**src/rtl/debounce_pkg.sv**
```systemverilog
// Shared helpers for the debounce controller: width calculation and
// parameter legality checking used at elaboration time.
package debounce_pkg;

    // Number of bits needed to hold values 0..v-1, never less than 1.
    function automatic int clog2_min1(input int v);
        int w;
        w = 0;
        while ((1 << w) < v) begin
            w = w + 1;
        end
        return (w < 1) ? 1 : w;
    endfunction

    // True when the parameter set describes a buildable controller.
    function automatic bit params_ok(input int n_ch, input int tick_div, input int stable_ticks);
        return (n_ch >= 2) && (tick_div >= 1) && (stable_ticks >= 1);
    endfunction

endpackage

```
**src/rtl/debounce_scan_ctrl_scan_tick_gen.sv**
```systemverilog
// Prescaler that emits a one-cycle scan strobe every TICK_DIV enabled
// cycles. While en is low the count holds and no strobe is produced.
module scan_tick_gen
    import debounce_pkg::*;
#(
    parameter int TICK_DIV = 100000
) (
    input  logic clk,
    input  logic rst_n,
    input  logic en,
    output logic tick
);

    localparam int PW = clog2_min1(TICK_DIV);
    localparam logic [PW-1:0] PRE_LAST = PW'(TICK_DIV - 1);

    logic [PW-1:0] pre_reg;
    logic          tick_reg;

    // Count enabled cycles and strobe on the last one of each period.
    always_ff @(posedge clk or negedge rst_n) begin
        if (!rst_n) begin
            pre_reg  <= '0;
            tick_reg <= 1'b0;
        end else if (en) begin
            if (pre_reg == PRE_LAST) begin
                pre_reg  <= '0;
                tick_reg <= 1'b1;
            end else begin
                pre_reg  <= pre_reg + 1'b1;
                tick_reg <= 1'b0;
            end
        end else begin
            tick_reg <= 1'b0;
        end
    end

    assign tick = tick_reg;

endmodule

```
**src/rtl/debounce_scan_ctrl.sv**
```systemverilog
// Shared debounce controller: one prescaler and one round-robin pointer
// service N_CH synchronised inputs, each with its own stability counter.
// A channel's clean level flips only after STABLE_TICKS consecutive visits
// in which the synchronised input disagrees with it.
module debounce_scan_ctrl
    import debounce_pkg::*;
#(
    parameter int N_CH         = 4,
    parameter int TICK_DIV     = 100000,
    parameter int STABLE_TICKS = 10
) (
    input  logic                             clk,
    input  logic                             rst_n,
    input  logic                             en,
    input  logic [N_CH-1:0]                  raw,
    output logic [N_CH-1:0]                  clean,
    output logic [N_CH-1:0]                  rise,
    output logic [N_CH-1:0]                  fall,
    output logic [clog2_min1(N_CH)-1:0]      scan_ch,
    output logic                             tick
);

    localparam int SW = clog2_min1(N_CH);
    localparam int CW = clog2_min1(STABLE_TICKS + 1);
    localparam logic [SW-1:0] PTR_LAST = SW'(N_CH - 1);
    localparam logic [CW-1:0] CNT_LAST = CW'(STABLE_TICKS - 1);

    if (!params_ok(N_CH, TICK_DIV, STABLE_TICKS)) begin : g_param_err
        $error("debounce_scan_ctrl: need N_CH>=2, TICK_DIV>=1, STABLE_TICKS>=1");
    end

    logic [N_CH-1:0] sync1_reg;
    logic [N_CH-1:0] sync2_reg;
    logic [SW-1:0]   scan_ch_reg;
    logic            tick_int;
    logic            service;

    scan_tick_gen #(
        .TICK_DIV (TICK_DIV)
    ) u_tick (
        .clk   (clk),
        .rst_n (rst_n),
        .en    (en),
        .tick  (tick_int)
    );

    // A visit happens only when the strobe and enable coincide; dropping en
    // on a strobe cycle skips that visit entirely.
    assign service = tick_int & en;

    // Two-flop synchroniser; runs regardless of en.
    always_ff @(posedge clk or negedge rst_n) begin
        if (!rst_n) begin
            sync1_reg <= '0;
            sync2_reg <= '0;
        end else begin
            sync1_reg <= raw;
            sync2_reg <= sync1_reg;
        end
    end

    // Round-robin pointer with explicit wrap so unused codes never occur.
    always_ff @(posedge clk or negedge rst_n) begin
        if (!rst_n) begin
            scan_ch_reg <= '0;
        end else if (service) begin
            scan_ch_reg <= (scan_ch_reg == PTR_LAST) ? '0 : scan_ch_reg + 1'b1;
        end
    end

    for (genvar gi = 0; gi < N_CH; gi++) begin : g_ch
        logic [CW-1:0] cnt_reg;
        logic          clean_reg;
        logic          rise_reg;
        logic          fall_reg;
        logic          hit;

        assign hit = service && (scan_ch_reg == SW'(gi));

        // Per-channel stability counter; a single agreeing visit clears progress.
        always_ff @(posedge clk or negedge rst_n) begin
            if (!rst_n) begin
                cnt_reg   <= '0;
                clean_reg <= 1'b0;
                rise_reg  <= 1'b0;
                fall_reg  <= 1'b0;
            end else begin
                rise_reg <= 1'b0;
                fall_reg <= 1'b0;
                if (hit) begin
                    if (sync2_reg[gi] == clean_reg) begin
                        cnt_reg <= '0;
                    end else if (cnt_reg == CNT_LAST) begin
                        cnt_reg   <= '0;
                        clean_reg <= ~clean_reg;
                        rise_reg  <= ~clean_reg;
                        fall_reg  <= clean_reg;
                    end else begin
                        cnt_reg <= cnt_reg + 1'b1;
                    end
                end
            end
        end

        assign clean[gi] = clean_reg;
        assign rise[gi]  = rise_reg;
        assign fall[gi]  = fall_reg;
    end

    assign scan_ch = scan_ch_reg;
    assign tick    = tick_int;

endmodule

```
**config.mk**
```make
export PLATFORM = sky130hd
export DESIGN_NAME = debounce_scan_ctrl
export DESIGN_NICKNAME = d
export VERILOG_FILES = /design/src/rtl/debounce_pkg.sv /design/src/rtl/debounce_scan_ctrl_scan_tick_gen.sv /design/src/rtl/debounce_scan_ctrl.sv
export SDC_FILE = /design/constraint.sdc
export NUM_CORES = 1
export LEC_CHECK = 0
export ABC_AREA = 1
export BUFFER_PORTS_ARGS = -buffer_cell sky130_fd_sc_hd__buf_2
export CORE_MARGIN = 2
export CORE_UTILIZATION = 50
export CTS_CLUSTER_DIAMETER = 80
export DETAILED_ROUTE_END_ITERATION = 12
export PLACE_DENSITY = 0.71
export SLEW_MARGIN = 25
export SYNTH_ARGS = -nofsm -noshare
export SYNTH_HDL_FRONTEND = slang
export SYNTH_SLANG_ARGS = --single-unit
```
**constraint.sdc**
```tcl
create_clock -name clk -period 4 [get_ports clk]
set_clock_uncertainty 0.2 [all_clocks]
set_input_delay 1 -clock clk [delete_from_list [all_inputs] [get_ports clk]]
set_output_delay 1 -clock clk [all_outputs]
set_load 0.02 [all_outputs]
```
==> Yosys cells after proc, flatten, opt, wreduce, memory -nomap -nowiden <==
Cells that the tools add are included.
{ "op_classes": {"div": 0, "shift": 0, "n_mul": 0, "n_mux": 36, "n_lt_le_gt_ge": 0, "n_bitwise": 9, "eq_ne": 12, "n_reduce_logical": 9, "add_sub_neg": 6} }
{ "op_table": {"columns": ["cell", "count"], "rows": [
  ["2-to-1 mux 4 bit", 8],
  ["2-to-1 mux 1 bit", 26],
  ["adder 17 x 1 -> 17 bit, second input constant", 1],
  ["== test 17 bit, second input constant", 1],
  ["2-to-1 mux 17 bit", 1],
  ["adder 4 x 1 -> 4 bit, second input constant", 4],
  ["== test 4 bit, second input constant", 4],
  ["AND reduction 3 bit", 4],
  ["NOT 1 bit", 8],
  ["== test 1 bit", 4],
  ["== test 2 bit, second input constant", 2],
  ["logical AND 1 bit", 4],
  ["adder 2 x 1 -> 2 bit, second input constant", 1],
  ["== test 2 x 1 -> 1 bit, second input constant", 1],
  ["logical NOT 2 bit", 1],
  ["2-to-1 mux 2 bit", 1],
  ["AND 1 bit", 1]
]} }
{ "totals": {"rom_bits": 0, "latch_bits": 0, "out_inout_bits": 15, "in_bits": 7, "mem_count": 0, "reg_bits": 56, "wordCells": 93, "ram_bits": 0} }

==> Longest topological paths before layout <==
Gate-level depths: netlist (run 1).
{ "depth": {"depth_word": 4, "ltp_mapped": 7} }

==> Modules after synthesis <==
A second synthesis (run 1) with hierarchy kept.
{ "hier_totals": {"cells_unflattened": 375, "area_unflattened_um2": 3061.7} }
{ "modules_own_cells": {"columns": ["mod", "area_each_um2", "n_inst", "cells_per_inst"], "rows": [
  ["debounce_scan_ctrl", 1953.1, 1, 224],
  ["scan_tick_gen", 1108.6, 1, 151]
]} }

==> Least setup slack after synthesis (run 1) <==
OpenSTA, ideal clock, no wires.
{ "synth_timing": {"kind": "input -> register", "startpoint": "in en", "endpoint": "reg u_tick.pre_reg[14]", "arrival_time_ns": 1.668, "path_stages": 6, "required_time_ns": 3.721, "path_buffers": 1, "path_slack_ns": 2.052, "path_cell_list": "buf_6 > nand3_4 > nor2_4 > nand2_2 > nor2_2 > xor2_1"} }
{ "synth_rtl": {"columns": ["item", "line", "source"], "rows": [
  ["from (decl)", "debounce_scan_ctrl.sv:14", "input logic en,"],
  ["to (signal assigned)", "debounce_scan_ctrl_scan_tick_gen.sv:30", "pre_reg <= pre_reg + 1'b1;"],
  ["to (decl)", "debounce_scan_ctrl_scan_tick_gen.sv:17", "logic [PW-1:0] pre_reg;"]
]} }

==> Worst setup path after layout (run 1) <==
{ "layout_timing": {"startpoint": "reg scan_ch_reg[1] (netlist: scan_ch[1])", "endpoint": "out scan_ch[1]"} }
{ "layout_rtl": {"columns": ["item", "line", "source"], "rows": [
  ["from (decl)", "debounce_scan_ctrl.sv:34", "logic [SW-1:0] scan_ch_reg;"],
  ["from (signal assigned)", "debounce_scan_ctrl.sv:67", "scan_ch_reg <= (scan_ch_reg == PTR_LAST) ? '0 : scan_ch_reg + 1'b1;"],
  ["to (decl)", "debounce_scan_ctrl.sv:19", "output logic [clog2_min1(N_CH)-1:0] scan_ch,"]
]} }
No word-level cell between the ends.

==> run summary, run 1 <==
Fin. Hold Viols -> 0
Pre-CTS setup slack -> 1.76 ns
Worst Hold Class -> flop to flop
Initial DRC Count -> 103
GRT overflow -> 0
Logic pwr share -> 19.9%
Final WS setup -> 1.87 ns
Cell depth of the worst setup path -> 1
Fmax -> 0.470 GHz
Sw power -> 418 uW
PortBufs -> 21
Via density -> 4.86
RSZ-0062 raised after global routing -> false
Number of distinct library cells after synthesis -> 23
Rel. slew slack -> 64.2%
Critical R2R Capture -> u_tick.pre_reg[10]
Row cnt -> 27
Post-CTS Hold Buffers -> 0
YS warnings -> 0
Syn-to-layout area delta -> 6.69%
Gr usage total -> 16.2%
Delay-heaviest family, CP -> flip-flops
Sinks on Clock Net -> 56
Endpoints failing setup -> 0
#FFs+latches synth -> 56
# H-tree levels -> 2
GPL Wtd Cong -> 0.935
Largest cells by area after synthesis -> dfrtp_1 50%, xor2_1 6.0%, ha_1 5.8%
Detail Placement HPWL -> 3.37 mm
Residual DRC -> 0
Max_cap viols -> 0
Power Total -> 1250 uW
CTS Buf Count -> 5
Slew of the pin with the lowest slew margin -> 0.537 ns
Clock slew at reported path FFs -> 0.10 ns
Post-CTS Resized -> 0
Critical Path RT -> 2.80 ns
Io pins -> 22
Placed Area -> 2880 um^2
Core footprint -> 5440 um^2
CP endpoint -> scan_ch[1]
Die Y -> 78.7 um
FF-to-FF setup slack -> 2.38 ns
Antenna violations before repair -> 0
CTS tree -> built
Crit path kind -> flop to output port
Outcome -> completed
Clk_lat worst skew -> 0.31 ns
Reg2Reg Launch Point -> u_tick.pre_reg[0]
Total leakage power -> 0.00155 uW
Crit path buf inv count -> 1
Critical Path Start Type -> flop
Synth Net Count -> 317
# fillers -> 506
Die Footprint -> 6190 um^2
Switching share of power -> 33.4%
WP data arrival -> 0.93 ns
Finished Cell Area -> 2970 um^2
Max VDD drop -> 0.300 mV
Critical Path Sink Type -> output port
Final setup TNS -> 0 ns
Area share of the leading cell type in the synthesized netlist -> 50.3%
Cell Int Power -> 834 uW
Ant. Diodes -> 0
Worst-case clock buffer depth -> 2
Critical Path Source -> scan_ch[1]
Part of the power in registers -> 55.3%
Crit-path slowest cell -> dfrtp_1
Initial Util -> 51.2%
WL final -> 4.50 mm
Area leader, netlist -> dfrtp_1
TritonRoute pass-1 iters -> 4
Synth Cell Area -> 2790 um^2
Max incr delay on CP -> 0.44 ns
Antenna viol nets, final -> 0
CP cell instances -> buf_2
FF-to-FF path depth -> 6
CP max FO -> 4
Setup bufs post-CTS -> 0
Via count -> 1873
First-pass GRT wire length -> 7.99 mm
Layout cell share with drive strength beyond 1 -> 14.1%
Max reg flops -> 17
Vias in the first global route -> 1861
Power Dens Cells -> 421 nW/um^2
Slew Limit Fails -> 0
Largest net degree at the start of global routing -> 33
Syn_area_per_cell -> 9.38 um^2
Sequential share of the synthesized area -> 50.3%
Final period util -> 53.2%
Nets -> 332
Synth Instances -> 297
Minimum clock period -> 2.13 ns
Clock power frac -> 24.8%
Root Driver -> clkbuf_8
Die width -> 78.7 um
Post-DR wirelength/cell -> 11.7 um
-- cells in the final DEF, fill, tap and decap left out, drive strengths merged, types with 8 or more instances in the layout --
master	synthesis	layout
nor2	46	46
nand2	42	42
buf	14	22
xor2	19	19
o22ai	8	8
o21ai	18	18
ha	13	13
inv	38	39
nand3	23	23
dfrtp	56	56
-- area by class of cell --
type / instances / area, um^2 / area share (%)
Tap cell: 72 / 90.1 / 3.03
Multi-Input combinational cell: 189 / 1140 / 38.2
Clock buffer: 5 / 68.8 / 2.31
Sequential cell: 56 / 1400 / 47.1
Inverter: 38 / 143 / 4.80
Clock inverter: 3 / 21.3 / 0.715
Timing Repair Buffer: 22 / 113 / 3.79
-- metal layers --
metal,GRT usage (%),wire (um)
met4,5.26,48
met2,28.0,2200
met1,20.3,2070
met5,0,0
met3,3.45,180
-- power by group through the flow --
stage / Combinational (uW) / Clock (uW) / Sequential (uW)
2_1_floorplan: 197 / 0 / 687
3_3_place_gp: 244 / 0 / 703
3_5_place_dp: 250 / 0 / 704
4_1_cts: 252 / 322 / 692
5_1_grt: 283 / 347 / 703
6_report: 249 / 311 / 693
-- metrics by stage --
step           std cells  utilization, %  hold slack (ns)
3_3_place_gp         377            53.0            0.132
6_report             385            54.7            0.157
2_1_floorplan        297               -            0.131
4_1_cts              385            54.7            0.160
5_1_grt              385            54.7            0.173
3_5_place_dp         377            53.0            0.135
-- synth_stat cells --
master	count
xor2_1	19
nor3_1	3
nor2_2	1
o22ai_1	8
nand3_1	21
buf_4	12
nand3b_1	5
nand2_1	38
o21ai_0	18
nand2_2	3
ha_1	13
xnor2_1	4
nand2_4	1
dfrtp_1	56
inv_1	38
nor2_4	7
nand4_1	5
nand3_2	1
nor2_1	38
buf_6	1
buf_2	1
nand3_4	1
a21oi_1	3
-- logic make-up (layout without fill, tap and decap cells) --
| group | Yosys count | after routing | share of synthesized area [%] |
|---|---|---|---|
| DFF | 56 | 56 | 50.3 |
| xor gates and xnor gates | 23 | 23 | 7.23 |
| AOI/OAI and AO/OA | 29 | 29 | 5.57 |
| and+or+nand+nor | 124 | 124 | 22.1 |
| adders and majority gates | 13 | 13 | 5.84 |
| buffers and inverters | 52 | 68 | 8.94 |
-- worst min-delay path by stage --
stage | from | to | slack (ns) | depth (start not counted)
2_1_floorplan | sync1_reg[0] | sync2_reg[0] | 0.13 | 0
3_3_place_gp | sync1_reg[0] | sync2_reg[0] | 0.13 | 0
3_5_place_dp | sync1_reg[0] | sync2_reg[0] | 0.13 | 0
4_1_cts | sync1_reg[0] | sync2_reg[0] | 0.16 | 0
5_1_grt | sync1_reg[1] | sync2_reg[1] | 0.17 | 0
6_report | sync1_reg[0] | sync2_reg[0] | 0.16 | 0
Note: power is estimated with default switching activity, not from simulation.
==> run 2, diff against run 1 <==
ABC_AREA = 0   (was 1)
PLACE_DENSITY = 0.72   (was 0.71)
clock period = 2.07 ns   (was 4 ns; I/O delays follow)
==> run summary, run 2 <==
YS warnings -> 0 (unchanged)
Io pins -> 22 (unchanged)
# H-tree levels -> 2 (unchanged)
Layout cell share with drive strength beyond 1 -> 13.0% (-1.1 points)
Initial DRC Count -> 87 (-16%)
Clk_lat worst skew -> 0.29 ns (-0.02 ns)
Outcome -> completed
Final setup TNS -> 0 ns (unchanged)
GRT overflow -> 0 (unchanged)
Largest cells by area after synthesis -> dfrtp_1 52%, ha_1 6.1%, xnor2_1 3.9%
Uppermost routed layer -> met4
Antenna violations before repair -> 0 (unchanged)
Max_cap viols -> 0 (unchanged)
WL met3 -> 141 um (-22%)
Max reg flops -> 17 (unchanged)
Multi-input gate area -> 1100 um^2 (-2.9%)
Power Dens Cells -> 672 nW/um^2 (+60%)
Met2 wire length -> 2.08 mm (-5.2%)
Synth Cell Area -> 2670 um^2 (-4.1%)
Post-DR wirelength/cell -> 12.2 um (+4.3%)
Number of distinct library cells after synthesis -> 32 (+39%)
RSZ-0062 raised after global routing -> false
FF+latch area -> 1400 um^2 (unchanged)
Count leader, synth -> dfrtp_1
PortBufs -> 21 (unchanged)
Number of synthesized flops with an enable pin -> 0 (unchanged)
Slew Limit Fails -> 0 (unchanged)
Core footprint -> 5140 um^2 (-5.5%)
Via density -> 5.29 (+8.8%)
Antenna viol nets, final -> 0 (unchanged)
Placed cells -> 331 (-12%)
Total leakage power -> 0.00141 uW (-8.9%)
Critical Path Sink Type -> flop
Area leader, netlist -> dfrtp_1
Critical Path Start Type -> flop
#FFs+latches synth -> 56 (unchanged)
Residual DRC -> 0 (unchanged)
CTS Buf Count -> 5 (unchanged)
Gr usage total -> 16.0% (-0.28 points)
Post-synth ARST share -> 100% (unchanged)
Sequential share of the synthesized area -> 52.4% (+2.1 points)
Syn-to-layout area delta -> 7.82%
Fmax -> 0.553 GHz
Vias in the first global route -> 1753 (-5.8%)
Synth Net Count -> 275 (-13%)
Area share of the leading cell type in the synthesized netlist -> 52.4% (+2.1 points)
Clock slew at reported path FFs -> 0.09 ns (about the same)
Root Driver -> clkbuf_8
Wl on met1 -> 1.86 mm (-10%)
Die Y -> 77.1 um (-2.0%)
Synth Instances -> 255 (-14%)
Worst Hold Class -> input port to flop
Detail Placement HPWL -> 3.05 mm (-9.4%)
Minimum clock period -> 1.81 ns
Die width -> 77.1 um (-2.0%)
Cell Count, Final, Fillers Out -> 340 (-12%)
WL final -> 4.14 mm (-7.9%)
Most frequent cells in the layout -> 56 x dfrtp_1, 21 x nand2_1, 21 x buf_2
Max VDD drop -> 0.363 mV (+21%)
Worst-case clock buffer depth -> 2 (unchanged)
Via count -> 1799 (-4.0%)
TritonRoute pass-1 iters -> 4 (unchanged)
WP data arrival -> 1.80 ns (+0.87 ns)
Fin. Hold Viols -> 0 (unchanged)
CTS tree -> built
Final period util -> 87.3%
Syn_area_per_cell -> 10.5 um^2 (+12%)
Ant. Diodes -> 0 (unchanged)
Ys flop type -> dfrtp_1
Synth cell count leaders -> 56 x dfrtp_1, 21 x nand2_1, 16 x nand3_1, 16 x nor2_1, 16 x nor3_1
First-pass GRT wire length -> 7.73 mm (-3.3%)
Endpoints failing setup -> 0 (unchanged)
Crit path kind -> flop to flop
Row cnt -> 26 (-3.7%)
Initial Util -> 52.0% (+0.77 points)
Commonest non-fill, non-tap cell in the layout -> dfrtp_1
Nets -> 289 (-13%)
Critical Path RT -> 2.06 ns (-0.74 ns)
Largest net degree at the start of global routing -> 41 (+24%)
Rel. slew slack -> 73.0% (+8.8 points)
Slew of the pin with the lowest slew margin -> 0.405 ns (-0.132 ns)
CP max FO -> 7 (+3)
Sinks on Clock Net -> 56 (unchanged)
GPL Wtd Cong -> 0.820 (-12%)
Die Footprint -> 5950 um^2 (-3.9%)
# fillers -> 463 (-8.5%)
==> run 2: cell families (layout without fill, tap and decap cells) <==
kind of cell,count (synthesis),in the layout,synth area share (%)
buffers and inverters,31,46,6.27
DFF,56,56,52.4
xor gates and xnor gates,19,19,6.23
adders and majority gates,13,13,6.09
muxes,1,1,0.421
AOI/OAI and AO/OA,27,27,6.41
and+or+nand+nor,108,108,22.1
==> run 2: area by class of cell <==
type	count	share of cell area [%]
multi-input combinational	168	38.3
tap	70	3.04
timing repair buffer	25	5.21
sequential	56	48.6
clock buffer	8	3.13
inverter	13	1.69
==> run 2: critical path, stage by stage (launching register included) <==
cell and delay (ns):
dfrtp_1 0.45, nor4_1 0.30, nand4b_1 0.25, nor4_4 0.25
buf_4 0.19, nor2_1 0.06
==> run 2: repair_timing <==
action | in CTS | in global routing
buffers inserted | 0 | 0
hold buffers | 1 | 0
gates resized for setup | 0 | 0
hold endpoints to repair | 16 | 0
==> run 2: report_power, final <==
| part | switching [uW] | internal, uW |
|---|---|---|
| logic | 69.9 | 59.5 |
| registers | 80.6 | 1150 |
| clock network | 305 | 273 |
| total | 455 | 1480 |
==> run 2: worst paths after layout <==
| kind | start | slack [ns] | endpoint | depth (start not counted) |
|---|---|---|---|---|
| min in group asynchronous | rst_n | 0.49 | u_tick.pre_reg[7] | 2 |
| setup / recovery | u_tick.pre_reg[5] | 0.26 | u_tick.pre_reg[7] | 5 |
| max in group asynchronous | rst_n | 0.66 | u_tick.pre_reg[2] | 3 |
| setup reg to reg | u_tick.pre_reg[5] | 0.26 | u_tick.pre_reg[7] | 5 |
| hold reg to reg | sync1_reg[0] | 0.15 | sync2_reg[0] | 0 |
| hold / removal | raw[3] | 0.12 | sync1_reg[3] | 1 |
==> run 2: layer usage <==
| layer | up-vias | global-route usage [%] |
|---|---|---|
| met3 | 5 | 3.88 |
| met4 | 0 | 5.36 |
| met2 | 24 | 26.7 |
| met5 | - | 0 |
| li1 | 908 | - |
| met1 | 862 | 20.4 |
==> run 2: metrics by stage <==
| stage | utilization (%) | cell area (um^2) | worst slack [ns] | hold slack (ns) | total power [uW] |
|---|---|---|---|---|---|
| 2_1_floorplan | - | 2670 | 0.299 | 0.0219 | 1320 |
| 3_3_place_gp | 54.1 | 2780 | 0.219 | 0.134 | 1380 |
| 3_5_place_dp | 54.1 | 2780 | 0.212 | 0.136 | 1380 |
| 4_1_cts | 56.1 | 2880 | 0.249 | 0.117 | 1970 |
| 5_1_grt | 56.1 | 2880 | 0.0926 | 0.107 | 2040 |
| 6_report | 56.1 | 2880 | 0.262 | 0.124 | 1940 |
